==> config.mk <==
export PLATFORM = sky130hd
export DESIGN_NAME = key_scan_debounce
export DESIGN_NICKNAME = d
export VERILOG_FILES = /design/src/rtl/key_pkg.sv /design/src/rtl/key_scan_frame.sv /design/src/rtl/key_scan_debounce.sv
export SDC_FILE = /design/constraint.sdc
export NUM_CORES = 1
export LEC_CHECK = 0
export CORE_MARGIN = 2
export CORE_UTILIZATION = 30
export DETAILED_ROUTE_END_ITERATION = 8
export DONT_BUFFER_PORTS = 1
export GPL_TIMING_DRIVEN = 0
export SLEW_MARGIN = 20
export SYNTH_ARGS = -nofsm -noshare
export SYNTH_HDL_FRONTEND = slang
export SYNTH_SLANG_ARGS = --single-unit
==> constraint.sdc <==
create_clock -name slow_clk -period 24.5 [get_ports slow_clk]
set_input_delay 4.9 -clock slow_clk [delete_from_list [all_inputs] [get_ports slow_clk]]
set_output_delay 4.9 -clock slow_clk [all_outputs]
set_load 0.01 [all_outputs]
==> src/rtl/key_pkg.sv <==
// Shared key-code definitions for the keypad front-end and the door-lock FSM.
package key_pkg;

  localparam int KEY_CODE_W = 4;
  typedef logic [KEY_CODE_W-1:0] key_code_t;

  localparam key_code_t SN = 4'd0;
  localparam key_code_t SA = 4'd1;
  localparam key_code_t SS = 4'd2;
  localparam key_code_t S0 = 4'd3;
  localparam key_code_t S1 = 4'd4;
  localparam key_code_t S2 = 4'd5;
  localparam key_code_t S3 = 4'd6;
  localparam key_code_t S4 = 4'd7;
  localparam key_code_t S5 = 4'd8;
  localparam key_code_t S6 = 4'd9;
  localparam key_code_t S7 = 4'd10;
  localparam key_code_t S8 = 4'd11;
  localparam key_code_t S9 = 4'd12;

  typedef enum logic [1:0] {
    IDLE,
    CONFIRM_PRESS,
    HELD,
    CONFIRM_RELEASE
  } deb_state_e;

  // Rows 0..2 carry digits 1..9 laid out row-major; row 3 is '*', '0', '#'.
  function automatic key_code_t key_map(input logic [1:0] row, input logic [1:0] col);
    key_code_t code;
    code = SN;
    if (row == 2'd3) begin
      case (col)
        2'd0:    code = SA;
        2'd1:    code = S0;
        2'd2:    code = SS;
        default: code = SN;
      endcase
    end else begin
      code = S1 + key_code_t'({row, 1'b0}) + key_code_t'(row) + key_code_t'(col);
    end
    return code;
  endfunction

endpackage

==> src/rtl/key_scan_frame.sv <==
// Column driver and per-frame key code generation for the 3x4 keypad.
// KEY_GHOST_REJECT_EN: frames with more than one pressed key report SN.
module key_scan_frame
  import key_pkg::*;
#(
  parameter int SCAN_DIV = 1
) (
  input  logic            slow_clk,
  input  logic            reset,
  input  logic [3:0]      key_row,
  output logic [2:0]      key_col,
  output logic            frame_valid,
  output key_code_t       frame_code
);

  localparam int DW_W = (SCAN_DIV < 2) ? 1 : $clog2(SCAN_DIV);

  logic [1:0]        col_idx_q, col_idx_d;
  logic [DW_W-1:0]   dwell_q, dwell_d;
  logic [2:0][3:0]   hits_q, hits_d, hits_now;
  logic              sample;
  logic [3:0]        n_hits;
  logic              found;
  key_code_t         first_code;

  always_comb begin
    sample    = (dwell_q == DW_W'(SCAN_DIV - 1));
    dwell_d   = sample ? '0 : dwell_q + DW_W'(1);
    col_idx_d = col_idx_q;
    if (sample) col_idx_d = (col_idx_q == 2'd2) ? 2'd0 : col_idx_q + 2'd1;

    // Column 0 opens a fresh frame so stale hits never leak across frames.
    hits_now = hits_q;
    case (col_idx_q)
      2'd0: begin
        hits_now    = '0;
        hits_now[0] = key_row;
      end
      2'd1:    hits_now[1] = key_row;
      2'd2:    hits_now[2] = key_row;
      default: hits_now    = hits_q;
    endcase
    hits_d      = sample ? hits_now : hits_q;
    frame_valid = sample && (col_idx_q == 2'd2);
  end

  always_comb begin
    n_hits     = '0;
    found      = 1'b0;
    first_code = SN;
    for (int r = 0; r < 4; r++) begin
      for (int c = 0; c < 3; c++) begin
        if (hits_now[c][r]) begin
          if (!found) first_code = key_map(2'(r), 2'(c));
          found  = 1'b1;
          n_hits = n_hits + 4'd1;
        end
      end
    end
    frame_code = first_code;
`ifdef KEY_GHOST_REJECT_EN
    if (n_hits > 4'd1) frame_code = SN;
`else
    if (n_hits == 4'd0) frame_code = SN;
`endif
  end

  always_ff @(posedge slow_clk) begin
    if (reset) begin
      col_idx_q <= '0;
      dwell_q   <= '0;
      hits_q    <= '0;
    end else begin
      col_idx_q <= col_idx_d;
      dwell_q   <= dwell_d;
      hits_q    <= hits_d;
    end
  end

  assign key_col = 3'b001 << col_idx_q;

endmodule

==> src/rtl/key_scan_debounce.sv <==
// Keypad scanner plus frame-level debounce; num always returns to SN between keys.
// KEY_GHOST_REJECT_EN (see key_scan_frame) turns multi-key frames into SN.
//   state           | meaning
//   IDLE            | no key accepted, waiting for a non-SN frame
//   CONFIRM_PRESS   | counting identical frames of the candidate key
//   HELD            | num carries the accepted key
//   CONFIRM_RELEASE | counting frames that differ from num
module key_scan_debounce
  import key_pkg::*;
#(
  parameter int SCAN_DIV = 1,
  parameter int DEBOUNCE = 4
) (
  input  logic                  slow_clk,
  input  logic                  reset,
  input  logic [3:0]            key_row,
  output logic [2:0]            key_col,
  output logic [KEY_CODE_W-1:0] num,
  output logic                  key_press
);

  localparam int CNT_W = (DEBOUNCE < 2) ? 1 : $clog2(DEBOUNCE + 1);
  localparam logic [CNT_W-1:0] CNT_TC = CNT_W'(DEBOUNCE);

  logic        frame_valid;
  key_code_t   frame_code;

  deb_state_e       state_q, state_d;
  key_code_t        cand_q, cand_d;
  key_code_t        num_q, num_d;
  logic [CNT_W-1:0] cnt_q, cnt_d, cnt_inc;
  logic             key_press_q, key_press_d;

  key_scan_frame #(.SCAN_DIV(SCAN_DIV)) u_frame (
    .slow_clk    (slow_clk),
    .reset       (reset),
    .key_row     (key_row),
    .key_col     (key_col),
    .frame_valid (frame_valid),
    .frame_code  (frame_code)
  );

  always_comb begin
    state_d     = state_q;
    cand_d      = cand_q;
    num_d       = num_q;
    cnt_d       = cnt_q;
    key_press_d = 1'b0;
    cnt_inc     = cnt_q + CNT_W'(1);

    if (frame_valid) begin
      case (state_q)
        IDLE: begin
          if (frame_code != SN) begin
            if (DEBOUNCE == 1) begin
              num_d       = frame_code;
              key_press_d = 1'b1;
              cnt_d       = CNT_TC;
              state_d     = HELD;
            end else begin
              cand_d  = frame_code;
              cnt_d   = CNT_W'(1);
              state_d = CONFIRM_PRESS;
            end
          end
        end
        CONFIRM_PRESS: begin
          if (frame_code == cand_q) begin
            cnt_d = cnt_inc;
            if (cnt_inc == CNT_TC) begin
              num_d       = cand_q;
              key_press_d = 1'b1;
              state_d     = HELD;
            end
          end else if (frame_code == SN) begin
            cnt_d   = '0;
            state_d = IDLE;
          end else begin
            cand_d = frame_code;
            cnt_d  = CNT_W'(1);
          end
        end
        HELD: begin
          if (frame_code != num_q) begin
            if (DEBOUNCE == 1) begin
              num_d   = SN;
              cnt_d   = '0;
              state_d = IDLE;
            end else begin
              cnt_d   = CNT_W'(1);
              state_d = CONFIRM_RELEASE;
            end
          end
        end
        CONFIRM_RELEASE: begin
          if (frame_code != num_q) begin
            cnt_d = cnt_inc;
            if (cnt_inc == CNT_TC) begin
              num_d   = SN;
              cnt_d   = '0;
              state_d = IDLE;
            end
          end else begin
            state_d = HELD;
          end
        end
        default: state_d = IDLE;
      endcase
    end
  end

  always_ff @(posedge slow_clk) begin
    if (reset) begin
      state_q     <= IDLE;
      cand_q      <= SN;
      num_q       <= SN;
      cnt_q       <= '0;
      key_press_q <= 1'b0;
    end else begin
      state_q     <= state_d;
      cand_q      <= cand_d;
      num_q       <= num_d;
      cnt_q       <= cnt_d;
      key_press_q <= key_press_d;
    end
  end

  assign num       = num_q;
  assign key_press = key_press_q;

endmodule

# Yosys cells after proc, flatten, opt, wreduce, memory -nomap -nowiden
# Cells that the tools add are included.
# totals
ff_bits	29
in_bits	6
# op_classes
shift	1
eq_ne	19
reduce_logical	14
n_bitwise	4
addsub	14
muxes	76
# op_table
operator	count
2-to-1 mux 4 bit	41
adder 4 x 1 -> 4 bit (second input constant)	10
one-hot mux 4 bit (2 select lines)	4
2-to-1 mux 3 bit	7
2-to-1 mux 2 bit	8
inequality test 2 bit (second input constant)	8
2-to-1 mux 1 bit	14
one-hot mux 3 bit (4 select lines)	1
AND reduction 6 bit	2
inequality test 3 bit (second input constant)	3
logical NOT 4 bit	2
one-hot mux 2 bit (4 select lines)	1
equality test 2 bit (second input constant)	3
AND reduction 5 bit	1
equality test 2 x 1 -> 1 bit (second input constant)	2
equality test 4 bit	1
logical NOT 2 bit	2
inequality test 4 bit	1
inverter 1 bit	4
AND reduction 4 bit	1
nonzero test 2 bit	2
nonzero test 4 bit	1
OR reduction 4 bit	1
adder 3 x 1 -> 3 bit (second input constant)	1
other kinds (7)	7

# Logic depth before layout (Yosys ltp)
# Gate-level depths: netlist (run 1).
# logic_depth
ltp_word	31
depth_mapped	44

# Cells and area by module
# A second synthesis (run 1) with hierarchy kept.
# hier_totals
hier_cells	319
hier_area_um2	2688.8
# by_module_without_submodules
mod	instances	area_each_um2	seq_area_each_um2	cells_per_inst
key_scan_frame	1	1921.8	300.3	238
key_scan_debounce	1	767.0	280.3	81

# Least setup slack after synthesis (run 1)
# No wires, ideal clock.
# synth_path
path_kind	input to register
start	input port key_row[0]
end	register cand_q[0]
setup_time_ps	121
t_arrival_ps	12504
stages	40
required_ps	24379
setup_slack_ps	11875
path_cell_list	buf_2 -> mux2i_1 -> ha_1 -> and4b_1 -> a211oi_4 -> ha_1 -> a32oi_1 -> inv_1 -> ha_1 -> nand2_1 -> o21ai_0 -> ha_1 -> o22ai_1 -> a21oi_1 -> ha_1 -> o21ai_0 -> nand2_1 -> ha_1 -> [... 4 more ...] -> nor2_1 -> a21oi_1 -> a31o_2 -> ha_1 -> nor2_1 -> nor2_1 -> ha_1 -> o221a_2 -> ha_1 -> xnor3_1 -> nor4_2 -> nand4_1 -> mux2i_2 -> buf_6 -> a21oi_1 -> o221ai_1 -> and2_1 -> mux2_2
# synth_between
elab_chain_len	29
elab_cells_between_ends	73
classes_between	11 x add/sub; 4 x eq/ne; 54 x mux; 4 x reduce/logical
# synth_rtl
element	line_no	text
start, declared	key_scan_debounce.sv:16	input logic [3:0] key_row,
2-to-1 mux 4 bit	key_scan_frame.sv:34	case (col_idx_q)
2-to-1 mux 1 bit	key_scan_frame.sv:53	if (hits_now[c][r]) begin
adder 1 x 1 -> 2 bit	key_scan_frame.sv:56	n_hits = n_hits + 4'd1;
2-to-1 mux 4 bit	key_scan_frame.sv:53	
adder 4 x 1 -> 4 bit	key_scan_frame.sv:56	
2-to-1 mux 4 bit	key_scan_frame.sv:53	
adder 4 x 1 -> 4 bit	key_scan_frame.sv:56	
2-to-1 mux 4 bit	key_scan_frame.sv:53	
[... 13 more ...]	--	
2-to-1 mux 4 bit	key_scan_frame.sv:53	
adder 4 x 1 -> 4 bit	key_scan_frame.sv:56	
2-to-1 mux 4 bit	key_scan_frame.sv:53	
logical NOT 4 bit	key_scan_frame.sv:64	if (n_hits == 4'd0) frame_code = SN;
2-to-1 mux 4 bit *	key_scan_frame.sv:64	
equality test 4 bit, or another cell as far along	key_scan_debounce.sv:68	if (frame_code == cand_q) begin
inequality test 2 bit (no line) or 2-to-1 mux 4 bit (tied branches)	--	
AND reduction 5 bit (no line) or one-hot mux 4 bit (2 select lines) (tied branches)	--	
end signal, assigned	key_scan_debounce.sv:121	cand_q <= cand_d;
end, declared	key_scan_debounce.sv:29	key_code_t cand_q, cand_d;
# Mark *: on every way between the ends. The rest lies on a longest branch, timed or not. The select of a mux whose other input is x is not followed.
# A chain may end at the register's enable or synchronous reset.

# Worst setup path in the final report (run 1)
# layout_path
start	input port key_row[0]
end	register num_q[0], in the netlist num[0]
# layout_between
elab_chain_len	29
elab_cells_between_ends	67
classes_between	11 x add/sub; 4 x eq/ne; 50 x mux; 2 x reduce/logical
# layout_rtl
element	line_no	text
2-to-1 mux 4 bit	key_scan_frame.sv:34	
2-to-1 mux 1 bit	key_scan_frame.sv:53	
adder 1 x 1 -> 2 bit	key_scan_frame.sv:56	
2-to-1 mux 4 bit	key_scan_frame.sv:53	
adder 4 x 1 -> 4 bit	key_scan_frame.sv:56	
2-to-1 mux 4 bit	key_scan_frame.sv:53	
adder 4 x 1 -> 4 bit	key_scan_frame.sv:56	
2-to-1 mux 4 bit	key_scan_frame.sv:53	
[... 13 more ...]	--	
2-to-1 mux 4 bit	key_scan_frame.sv:53	
adder 4 x 1 -> 4 bit	key_scan_frame.sv:56	
2-to-1 mux 4 bit	key_scan_frame.sv:53	
logical NOT 4 bit	key_scan_frame.sv:64	
2-to-1 mux 4 bit *	key_scan_frame.sv:64	
inequality test 4 bit or equality test 4 bit (tied branches)	key_scan_debounce.sv:96, key_scan_debounce.sv:68	
inequality test 2 bit (no line)	--	
AND reduction 6 bit (no line) *	--	
end signal, assigned	key_scan_debounce.sv:122	num_q <= num_d;
end, declared	key_scan_debounce.sv:30	key_code_t num_q, num_d;
# Mark *: on every way between the ends. The rest lies on a longest branch, timed or not.

==> summary.md, run 1 <==
| Metric | Value |
|---|---|
| Status | `completed` |
| Clock Tree Root | `clkbuf_8` |
| Post-synthesis sequential area ratio | `between 15 and 20%` |
| Via count | `3029` |
| R2r setup slk | `14510 ps` |
| Final Non-Filler Cells | `roughly 550` |
| Max-Cap Viols | `0` |
| TritonCTS Buffers | `5` |
| DP Wirelength | `approximately 6.4 mm` |
| Leakage | `between 1 and 1.5 nW` |
| Max VDD drop | `between 0.00002 and 0.00003 V` |
| DRC viols | `0` |
| Largest cells by area after synthesis | `dfxtp_1 (18%), ha_1 (6.2%), nor2_1 (5.0%)` |
| RSZ-0062 raised after global routing | `false` |
| Post-Syn Area | `between 3000 and 4000 um^2` |
| PnR worst setup slack | `roughly 11000 ps` |
| Endpoints failing setup | `0` |
| Routed Antenna Nets | `0` |
| CP startpoint kind | `input port` |
| Max-slew violation count | `0` |
| CP Class | `in2reg` |
| Critical path arrival | `roughly 14000 ps` |
| Critical Path End Type | `flip-flop` |
| Slowest CP cell | `o22ai_1` |
| Die footprint | `11600 um^2` |
| Antenna violations before repair | `0` |
| Core Util, Final | `33.5%` |
| Cell taking the most area after synthesis | `dfxtp_1` |
| # nets final | `438` |
| DR iter-0 viols | `approximately 130` |
| Routability Congestion | `0.861` |
| Post-Syn Instances | `about 410` |
| Gr ovfl total | `0` |
| Hold Path Class | `reg2reg` |
| Slew HR | `roughly 36%` |
| PortBufs | `0` |
| Setup bufs post-CTS | `0` |
| Top-Level Pins | `14` |
| Worst path max stage delay | `610 ps` |
| Final hold viol count | `0` |
| Worst Path Max Fanout | `10` |
| Drt pass-1 iters | `4` |
| Share of post-route cells with drive strength above 1 | `9.83%` |
| Post-synth EDFFs | `0` |
| Yosys reg bits | `29` |
| H-tree Lvls | `2` |
| Die Height | `108 um` |
| Number of global-route vias before repair | `2856` |
| Tot GR Track Use | `between 10 and 15%` |
| Placed cells | `545` |
| Post-synth cell types | `73` |
| Clock Latency Late Sink | `290 ps` |
| Final antenna diode count | `0` |
| WHS | `between 400 and 500 ps` |
| Yosys top cell area share | `18.0%` |
| Dpl cell area | `3390 um^2` |
| Largest net degree at the start of global routing | `11` |
| Synthesized Nets | `~430` |
| CP required | `~25000 ps` |
| Warning count from the yosys run | `0` |
| Resized cells post-CTS | `0` |
| Final instance area | `3470 um^2` |
| Most Frequent Cell on Critical Path | `ha_1` |
| First-pass GRT wire length | `between 10 and 15 mm` |
| # rows | `37` |
| Highest Clock Rate | `75.1 MHz` |
| Worst slew pin tran | `947 ps` |
| Sum of negative setup slack | `0 ps` |
| Synth cell count leaders | `nor2_1 (43), nand2_1 (34), dfxtp_1 (29), a21oi_1 (24), nand3_1 (17)` |
| Core area | `10400 um^2` |
| WL final | `8.28 mm` |
| CTS tree | `built` |
| Syn avg cell area | `7.87 um^2` |
| Layout area overhead | `7.86%` |
| Main flop type after synthesis | `dfxtp_1` |
| Clock skew | `9.81 ps` |
| Initial Util | `31.0%` |
| Min cycle time layout | `approximately 13000 ps` |
| Top-count cell post-synth | `nor2_1` |
| Count of clock tree sinks | `29` |
| Die W | `108 um` |
| FFs w/ async S/R, synth | `0%` |
| Pwr dens | `59.1 nW/um^2` |
| Hold buffer count at CTS | `0` |
| Wire per inst | `roughly 15 um` |
| Max Root-Sink Buffers | `2` |
| Total Power | `slightly above 0.2 mW` |
| Clk slew on worst S/H paths | `70 ps` |
| DP Worst Slack | `~11000 ps` |
| Average via count per standard cell | `between 5 and 6` |
| Tcrit/Tclk final | `between 50% and 60%` |
-- layout by cell type, fill, tap and decap left out, types with 3 or more instances in the layout --
| master | count |
|---|---|
| xnor2_1 | 13 |
| o21ai_0 | 14 |
| clkbuf_8 | 5 |
| inv_1 | 15 |
| nand2_1 | 34 |
| buf_2 | 4 |
| nor3b_1 | 5 |
| dfxtp_1 | 29 |
| o221ai_1 | 3 |
| a21o_1 | 4 |
| nand3b_1 | 5 |
| nor2_1 | 43 |
| nand4_1 | 3 |
| xor2_1 | 11 |
| mux2i_1 | 16 |
| a22oi_1 | 6 |
| a21boi_0 | 4 |
| and2_1 | 5 |
| nor2b_1 | 10 |
| a31oi_1 | 4 |
| o21ai_1 | 5 |
| a211oi_1 | 6 |
| a21oi_1 | 24 |
| clkbuf_1 | 15 |
| and3_1 | 6 |
| a31o_2 | 3 |
| o21a_1 | 7 |
| mux2_2 | 6 |
| o211a_1 | 3 |
| nand3_1 | 17 |
| nor3_1 | 11 |
| ha_1 | 16 |
| xnor3_1 | 5 |
| o211ai_1 | 4 |
| nand2b_1 | 3 |
| buf_4 | 4 |
-- where the power goes --
group / internal, mW / switching, mW / leakage, nW
Sequential: 0.0492 / 0.00152 / 0.236
Clock: 0.0196 / 0.0191 / 0.0450
Combinational: 0.0498 / 0.0658 / 1.08
-- worst paths after layout --
path | depth (start not counted) | end | from
setup / recovery | 40 | num[0]$_SDFFE_PP0P_ | key_row[0]
hold / removal | 2 | u_frame.hits_q[4]$_SDFFE_PP0N_ | u_frame.hits_q[4]$_SDFFE_PP0N_
setup reg to reg | 43 | num[0]$_SDFFE_PP0P_ | u_frame.col_idx_q[0]$_SDFFE_PP0N_
hold reg to reg | 2 | u_frame.hits_q[4]$_SDFFE_PP0N_ | u_frame.hits_q[4]$_SDFFE_PP0N_
-- sequential cells by signal, indices dropped and copies added, names as in the netlist --
signal / cells
cand_q: 4
cnt_q: 3
u_frame.hits_q: 12
u_frame.dwell_q: 1
state_q: 2
key_press: 1
u_frame.col_idx_q: 2
num: 4
-- cells by family after synthesis --
group	synth area share, %
AO/OA/AOI/OAI	24.6
buffers and inverters	5.60
other	0.117
multiplexers	7.51
adder cells (fa/ha/maj)	6.22
flip-flops	18.0
AND/OR/NAND/NOR	24.4
XOR/XNOR	13.5
-- worst max-delay path: cells and delay by family --
| family | cells | cell delay, ps |
|---|---|---|
| adder cells (fa/ha/maj) | 10 | 2840 |
| XOR/XNOR | 1 | 360 |
| AND/OR/NAND/NOR | 9 | 1080 |
| multiplexers | 3 | 830 |
| buffers and inverters | 4 | 470 |
| AO/OA/AOI/OAI | 13 | 3020 |
-- layout make-up --
type | instances | area, um^2
Fill cell | 1123 | 6900
Sequential cell | 29 | 581
Clock buffer | 6 | 72.6
Buffer | 24 | 118
Tap cell | 136 | 170
Multi-Input combinational cell | 340 | 2460
Inverter | 16 | 62.6
Clock inverter | 2 | 10.0
-- per-layer routing --
metal  global-route usage [%]  share of wire [%]  vias up
li1                         -                  -     1506
met1                     20.0                 49     1438
met2                     24.1                 44       78
met3                     2.30                5.3        7
met4                     4.30                1.3        0
met5                        0                  0        -
Note: power is estimated with default switching activity, not from simulation.
==> inputs of run 2 (changes only) <==
==> constraint.sdc (replaced) <==
create_clock -name slow_clk -period 11.9 [get_ports slow_clk]
set_input_delay 2.38 -clock slow_clk [delete_from_list [all_inputs] [get_ports slow_clk]]
set_output_delay 2.38 -clock slow_clk [all_outputs]
set_load 0.01 [all_outputs]
==> results of run 2 <==
The final DEF is identical to that of run 1. Status: completed.
Main changes from that run: setup slack after placement 10890 ps -> 808 ps; setup slack after layout 11180 ps -> 1100 ps; register-to-register setup slack 14510 ps -> 1910 ps; total power 0.205 mW -> 0.422 mW; worst IR drop on VDD 0.0000291 V -> 0.0000599 V
